**src/rtl/btb_fa_if.sv**
```systemverilog
// btb_fa_if: signal bundle between the fully-associative BTB and its
// surroundings (IF lookup, ID feedback, EX update, replacement policy).
//   slave  : BTB side (drives pred_* and policy requests)
//   master : pipeline/policy side (drives lookup, ID, update, victim)
interface btb_fa_if #(
    parameter int IDX_WIDTH = 4
);
    logic                 if_stall;
    logic [31:0]          lookup_pc;
    logic                 pred_hit;
    logic                 pred_taken;
    logic [31:0]          pred_target;
    logic [IDX_WIDTH-1:0] pred_index;
    logic                 id_hit;
    logic [IDX_WIDTH-1:0] id_index;
    logic                 id_stall;
    logic                 upd_valid;
    logic [31:0]          upd_pc;
    logic                 upd_taken;
    logic [31:0]          upd_target;
    logic [IDX_WIDTH-1:0] victim_index;
    logic                 replace_en;
    logic                 fresh_en;
    logic [IDX_WIDTH-1:0] fresh_line_index;

    modport slave (
        input  if_stall, lookup_pc, id_hit, id_index, id_stall,
               upd_valid, upd_pc, upd_taken, upd_target, victim_index,
        output pred_hit, pred_taken, pred_target, pred_index,
               replace_en, fresh_en, fresh_line_index
    );

    modport master (
        output if_stall, lookup_pc, id_hit, id_index, id_stall,
               upd_valid, upd_pc, upd_taken, upd_target, victim_index,
        input  pred_hit, pred_taken, pred_target, pred_index,
               replace_en, fresh_en, fresh_line_index
    );
endinterface

```
**src/rtl/btb_fa.sv**
```systemverilog
// btb_fa: fully-associative branch target buffer for the IF stage.
// Ports:
//   clk   - clock
//   reset - synchronous, active-high; invalidates all lines, clears pred_*
//   bus   - btb_fa_if.slave: lookup_pc -> registered pred_{hit,taken,target,index};
//           EX update (upd_*) trains lines; replace_en/fresh_en/fresh_line_index
//           drive the replacement policy, victim_index comes back from it.
module btb_fa #(
    parameter int IDX_WIDTH = 4,
    parameter int LINE_NUM  = 16
) (
    input  logic     clk,
    input  logic     reset,
    btb_fa_if.slave  bus
);
    localparam int unsigned N = LINE_NUM;

    logic [N-1:0]         valid_q, valid_d;
    logic [29:0]          tag_q    [N];
    logic [29:0]          tag_d    [N];
    logic [31:0]          target_q [N];
    logic [31:0]          target_d [N];
    logic [1:0]           ctr_q    [N];
    logic [1:0]           ctr_d    [N];

    logic                 pred_hit_q, pred_hit_d;
    logic                 pred_taken_q, pred_taken_d;
    logic [31:0]          pred_target_q, pred_target_d;
    logic [IDX_WIDTH-1:0] pred_index_q, pred_index_d;

    logic                 lk_hit, upd_hit, free_found, alloc;
    logic [IDX_WIDTH-1:0] lk_idx, upd_idx, free_idx, wr_idx;
    logic                 unused_pc_bits;

    // Word-aligned PCs: the low two bits never take part in matching.
    assign unused_pc_bits = ^{bus.lookup_pc[1:0], bus.upd_pc[1:0]};

    // Two independent CAM searches plus the lowest free line.
    always_comb begin
        lk_hit     = 1'b0;
        lk_idx     = '0;
        upd_hit    = 1'b0;
        upd_idx    = '0;
        free_found = 1'b0;
        free_idx   = '0;
        for (int unsigned i = 0; i < N; i++) begin
            if (valid_q[i] && tag_q[i] == bus.lookup_pc[31:2]) begin
                lk_hit = 1'b1;
                lk_idx = i[IDX_WIDTH-1:0];
            end
            if (valid_q[i] && tag_q[i] == bus.upd_pc[31:2]) begin
                upd_hit = 1'b1;
                upd_idx = i[IDX_WIDTH-1:0];
            end
            if (!valid_q[i] && !free_found) begin
                free_found = 1'b1;
                free_idx   = i[IDX_WIDTH-1:0];
            end
        end
    end

    assign alloc  = !reset && bus.upd_valid && !upd_hit && bus.upd_taken;
    assign wr_idx = free_found ? free_idx : bus.victim_index;

    // Line state update: hit training or allocation.
    always_comb begin
        valid_d  = valid_q;
        tag_d    = tag_q;
        target_d = target_q;
        ctr_d    = ctr_q;
        if (reset) begin
            valid_d = '0;
        end else if (bus.upd_valid && upd_hit) begin
            if (bus.upd_taken) begin
                ctr_d[upd_idx]    = (ctr_q[upd_idx] == 2'b11) ? 2'b11 : ctr_q[upd_idx] + 2'd1;
                target_d[upd_idx] = bus.upd_target;
            end else begin
                ctr_d[upd_idx]    = (ctr_q[upd_idx] == 2'b00) ? 2'b00 : ctr_q[upd_idx] - 2'd1;
            end
        end else if (alloc) begin
            valid_d[wr_idx]  = 1'b1;
            tag_d[wr_idx]    = bus.upd_pc[31:2];
            target_d[wr_idx] = bus.upd_target;
            ctr_d[wr_idx]    = 2'b10;
        end
    end

    // Policy requests; allocation outranks the ID-stage touch, which is dropped.
    always_comb begin
        bus.replace_en       = 1'b0;
        bus.fresh_en         = 1'b0;
        bus.fresh_line_index = '0;
        if (!reset) begin
            if (alloc && !free_found) begin
                bus.replace_en = 1'b1;
            end else if (alloc) begin
                bus.fresh_en         = 1'b1;
                bus.fresh_line_index = free_idx;
            end else if (bus.id_hit && !bus.id_stall) begin
                bus.fresh_en         = 1'b1;
                bus.fresh_line_index = bus.id_index;
            end
        end
    end

    // Registered prediction, held while IF is stalled.
    always_comb begin
        pred_hit_d    = pred_hit_q;
        pred_taken_d  = pred_taken_q;
        pred_target_d = pred_target_q;
        pred_index_d  = pred_index_q;
        if (reset) begin
            pred_hit_d    = 1'b0;
            pred_taken_d  = 1'b0;
            pred_target_d = '0;
            pred_index_d  = '0;
        end else if (!bus.if_stall) begin
            pred_hit_d    = lk_hit;
            pred_taken_d  = lk_hit && ctr_q[lk_idx][1];
            pred_target_d = lk_hit ? target_q[lk_idx] : '0;
            pred_index_d  = lk_idx;
        end
    end

    always_ff @(posedge clk) begin
        valid_q       <= valid_d;
        tag_q         <= tag_d;
        target_q      <= target_d;
        ctr_q         <= ctr_d;
        pred_hit_q    <= pred_hit_d;
        pred_taken_q  <= pred_taken_d;
        pred_target_q <= pred_target_d;
        pred_index_q  <= pred_index_d;
    end

    assign bus.pred_hit    = pred_hit_q;
    assign bus.pred_taken  = pred_taken_q;
    assign bus.pred_target = pred_target_q;
    assign bus.pred_index  = pred_index_q;
endmodule

```
**src/flat_wrapper.sv**
```systemverilog
// flat-port wrapper written by rule: the top's interface ports become plain ports
module btb_fa_flat 
#(
    parameter int IDX_WIDTH = 4,
    parameter int LINE_NUM  = 16
)
  (clk, reset, bus_if_stall, bus_lookup_pc, bus_id_hit, bus_id_index, bus_id_stall, bus_upd_valid, bus_upd_pc, bus_upd_taken, bus_upd_target, bus_victim_index, bus_pred_hit, bus_pred_taken, bus_pred_target, bus_pred_index, bus_replace_en, bus_fresh_en, bus_fresh_line_index);
  btb_fa_if #(.IDX_WIDTH(IDX_WIDTH)) bus_i ();
  input  logic clk;
  input  logic reset;
  input wire logic [$bits(bus_i.if_stall)-1:0] bus_if_stall;
  input wire logic [$bits(bus_i.lookup_pc)-1:0] bus_lookup_pc;
  input wire logic [$bits(bus_i.id_hit)-1:0] bus_id_hit;
  input wire logic [$bits(bus_i.id_index)-1:0] bus_id_index;
  input wire logic [$bits(bus_i.id_stall)-1:0] bus_id_stall;
  input wire logic [$bits(bus_i.upd_valid)-1:0] bus_upd_valid;
  input wire logic [$bits(bus_i.upd_pc)-1:0] bus_upd_pc;
  input wire logic [$bits(bus_i.upd_taken)-1:0] bus_upd_taken;
  input wire logic [$bits(bus_i.upd_target)-1:0] bus_upd_target;
  input wire logic [$bits(bus_i.victim_index)-1:0] bus_victim_index;
  output wire logic [$bits(bus_i.pred_hit)-1:0] bus_pred_hit;
  output wire logic [$bits(bus_i.pred_taken)-1:0] bus_pred_taken;
  output wire logic [$bits(bus_i.pred_target)-1:0] bus_pred_target;
  output wire logic [$bits(bus_i.pred_index)-1:0] bus_pred_index;
  output wire logic [$bits(bus_i.replace_en)-1:0] bus_replace_en;
  output wire logic [$bits(bus_i.fresh_en)-1:0] bus_fresh_en;
  output wire logic [$bits(bus_i.fresh_line_index)-1:0] bus_fresh_line_index;
  assign bus_i.if_stall = bus_if_stall;
  assign bus_i.lookup_pc = bus_lookup_pc;
  assign bus_i.id_hit = bus_id_hit;
  assign bus_i.id_index = bus_id_index;
  assign bus_i.id_stall = bus_id_stall;
  assign bus_i.upd_valid = bus_upd_valid;
  assign bus_i.upd_pc = bus_upd_pc;
  assign bus_i.upd_taken = bus_upd_taken;
  assign bus_i.upd_target = bus_upd_target;
  assign bus_i.victim_index = bus_victim_index;
  assign bus_pred_hit = bus_i.pred_hit;
  assign bus_pred_taken = bus_i.pred_taken;
  assign bus_pred_target = bus_i.pred_target;
  assign bus_pred_index = bus_i.pred_index;
  assign bus_replace_en = bus_i.replace_en;
  assign bus_fresh_en = bus_i.fresh_en;
  assign bus_fresh_line_index = bus_i.fresh_line_index;
  btb_fa #(.IDX_WIDTH(IDX_WIDTH), .LINE_NUM(LINE_NUM)) u_core (.clk(clk), .reset(reset), .bus(bus_i));
endmodule
```
**config.mk**
```make
export PLATFORM = sky130hd
export DESIGN_NAME = btb_fa_flat
export DESIGN_NICKNAME = d
export VERILOG_FILES = /design/src/rtl/btb_fa_if.sv /design/src/rtl/btb_fa.sv /design/src/flat_wrapper.sv
export SDC_FILE = /design/constraint.sdc
export NUM_CORES = 2
export LEC_CHECK = 0
export BUFFER_PORTS_ARGS = -buffer_cell sky130_fd_sc_hd__buf_4
export CAP_MARGIN = 15
export CORE_UTILIZATION = 45
export DETAILED_ROUTE_END_ITERATION = 8
export PLACE_DENSITY_LB_ADDON = 0.1
export SYNTH_ARGS = -nofsm -noshare
export SYNTH_HDL_FRONTEND = slang
export SYNTH_SLANG_ARGS = --single-unit
```
**constraint.sdc**
```tcl
create_clock -name clk -period 14.8 [get_ports clk]
set_clock_uncertainty 0.05 [all_clocks]
set_input_delay 2.22 -clock clk [delete_from_list [all_inputs] [get_ports clk]]
set_output_delay 2.22 -clock clk [all_outputs]
set_load 0.01 [all_outputs]
```
==> impl_metrics.toml <==
[synth]
netlist_instances = 4766
synth-seq-cells = 1078
synth_top_area_cell = "edfxtp_1"
synth.distinct_cells = 88
synth_seq_area_share_pct = 55.98
ys_warn_count = 0
async_reset_ff_share_pct = 0
synth-edff-count = 1024
synth_ff_type = "edfxtp_1"
synth.top_cell.area_share_pct = 54.08
syn_nets = 4877
synthTopCellsByArea = "edfxtp_1 (54%), xnor2_1 (13%), and2_1 (5.0%)"
syn-cell-area_um2 = 56860
syn_avg_cell_area_um2 = 11.93

[floorplanning]
die_y_um = 357.5
fp.dieW_um = 357.5
dieArea_um2 = 127800
fp-row-count = 130
core_um2 = 125400
ioPinCount = 155
start_util_pct = 45.34

[critical_path]
worstSetupPathType = "input port to primary output"
r2r-end = "u_core.tag_q[20]"
worstSetupStartpointType = "input port"
required_ps = 12530
rrSetupSlack_ps = 9130
endpoint_kind = "primary output"
critPathBufInv = 4
arrival_ps = 6980
reg2regPathDepth = 13
slowest_stage = "nor3b_2"
crit_family = "simple AND/OR/NAND/NOR gates"
r2r_start = "u_core.tag_q[39]"
crit_path_max_incr_delay_ps = 600
cpMostUsedCell = "buf_4"
crit_chain = "buf_4 -> buf_4 -> xnor2_1 -> nor4b_1 -> and3_1 -> nand2b_2 -> nor4_4 -> nor3b_2 -> and4_1 -> nand3_1 -> inv_1 -> nor4b_1 -> a21oi_1 -> nor3_1 -> buf_4"
crit_fanout = 18

[placement]
io_buffers = 150
placed_cells = 6357
dp_hpwl_um = 125300
globalplace.congestion = 0.9638

[power_and_ir_drop]
ir_worst_vdd_v = 0.0001098
powerDensity_nw_per_um2 = 106.2
leakagePower_nw = 20.50
fin_total_pwr_w = 0.006729

[worst_hold_path]
holdPathStages = 2
hold_path.class = "flop to flop"
worstHoldEndpoint = "u_core.bus.pred_index[3]"
hp-start = "u_core.bus.pred_index[3]"

[global_route]
grt_start_max_net_pins = 138
grt_pass1_vias = 39520
grt_util_all_layers_pct = 31.65
grt_pass1_wl_um = 286600
antenna_found_initial = 3
grt.overflow.total = 0

[route]
wl_um = 203900
antenna_left = 0
route.detailed.drc = 0
viasPerCell = 6.117
wl_per_cell_um = 30.95
drt_iter0_markers = 4238
drt-pass1-iter-count = 5
via_count = 40289

[clocking]
cts_tree = "yes"
cts_resized = 0
ctsHoldBuffers = 0
clk_pin_slew_ps = 60
cts.sinks = 1078
cts_setup_buffers = 0
root_buffer = "clkbuf_16"
cts-htree-levels = 3
clock_latency_ps = 760
clockBufferDepth = 3
numCtsBuffers = 117

[sta]
rsz0062_at_grt = "no"
setup_tns_ps = 0
hold_viol_final = 0
period_share_pct = 62.51
period_minus_slack_ps = 9252
relSlewSlack_pct = 31.98
slew_violations = 0
tightestPinTransition_ps = 1018
setup_viol = 0
max_freq_mhz = 108.1

[job]
maxCapViolCount = 0

[final_layout]
syn_to_final_growth_pct = 11.43
stdcell_count = 6586
fill_cells = 11223
layout.nets = 4938
drive_gt1_share_pct = 12.09

[run_status]
status = "finished, final reports clean"
-- routing by layer --
layer / up-vias / GRT usage (%) / wire length (um)
li1: 17628 / - / -
met1: 20275 / 40.60 / 82200
met2: 1881 / 51.97 / 95470
met3: 503 / 4.791 / 14200
met4: 2 / 16.16 / 11990
met5: - / 0 / 13
-- tightest hold or removal path, stage by stage (launching register included) --
cell and delay (ps):
dfxtp_1 330, a21oi_1 70, nor2_1 70
-- registers in the layout, summed over array words and instances (netlist names) --
register,cells
u_core.target_q,512
u_core.tag_q,480
u_core.bus.pred_target,32
u_core.ctr_q,32
u_core.valid_q,16
u_core.bus.pred_index,4
u_core.bus.pred_hit,1
u_core.bus.pred_taken,1
-- cells in the final DEF, fill, tap and decap left out, drive strengths merged, types with 96 or more instances in the layout --
| cell type | netlist | routed |
|---|---|---|
| xor2 | 96 | 96 |
| nor4 | 113 | 113 |
| o21ai | 135 | 135 |
| and2 | 459 | 459 |
| a211oi | 102 | 102 |
| buf | 130 | 254 |
| edfxtp | 1024 | 1024 |
| nand2 | 241 | 241 |
| nand4 | 387 | 387 |
| clkbuf | 182 | 164 |
| nor2 | 173 | 173 |
| xnor2 | 860 | 860 |
-- synth_stat cells, drive strengths merged (6+ instances only) --
| library cell | instances |
|---|---|
| edfxtp | 1024 |
| xnor2 | 860 |
| and2 | 459 |
| nand4 | 387 |
| nand2 | 241 |
| clkbuf | 182 |
| nor2 | 173 |
| o21ai | 135 |
| buf | 130 |
| nor4 | 113 |
| a211oi | 102 |
| xor2 | 96 |
| nand3 | 83 |
| nor2b | 81 |
| mux2i | 76 |
| mux2 | 67 |
| a21oi | 60 |
| dfxtp | 54 |
| and3 | 49 |
| nor3 | 42 |
| o21a | 41 |
| a31oi | 37 |
| o22ai | 36 |
| o221ai | 33 |
| inv | 26 |
| nor4b | 25 |
| nand2b | 24 |
| nand4b | 17 |
| or4 | 14 |
| or2 | 11 |
| o211ai | 10 |
| a21boi | 9 |
| or3 | 8 |
| a21o | 6 |
-- worst max-delay path by stage --
stage,depth (start not counted),start,endpoint
floorplan,14,bus_upd_pc[17],u_core.target_q[416]
global placement,15,bus_upd_pc[10],bus_fresh_line_index[1]
detailed placement,15,bus_upd_pc[10],bus_fresh_line_index[1]
CTS,15,bus_upd_pc[10],bus_fresh_line_index[1]
global route,15,bus_upd_pc[15],bus_fresh_line_index[1]
finish,15,bus_upd_pc[10],bus_fresh_line_index[1]
-- power breakdown --
part / switching, W / internal, W
Sequential: 0.00000562 / 0.00332
Clock: 0.00127 / 0.00168
Combinational: 0.000318 / 0.000134
Total: 0.00159 / 0.00514
-- kinds of logic (layout without fill, tap and decap cells) --
family	after synthesis	after routing	share of synthesized area (%)
mux	143	143	2.665
simple gates	1744	1744	17.59
other cells	0	6	0
buf+inv	338	502	3.079
flops	1078	1078	55.98
xor+xnor	956	956	14.73
compound gates	505	505	5.919
fa+ha+maj	2	2	0.03741
-- per-stage QoR --
stage	utilization, %	worst slack, ps	area, um2	hold WS [ps]
floorplan	-	7445	56860	463.6
global placement	47.42	5622	59470	438.6
detailed placement	47.42	5608	59470	448.5
CTS	50.50	5585	63330	462.4
global route	50.51	5302	63340	486.6
finish	50.52	5548	63360	450.7
-- layout make-up --
cell class              count  area [um2]  area share, %
inverters                  26       97.59         0.1540
diodes                      6       15.01        0.02370
well taps                1650        2064          3.258
clock buffers             164        3224          5.089
repair buffers            254        1923          3.035
clock inverters            58       641.9          1.013
flip-flops and latches   1078       31830          50.24
multi-input cells        3350       23560          37.19
No activity file was read; power rests on OpenSTA's default activity.
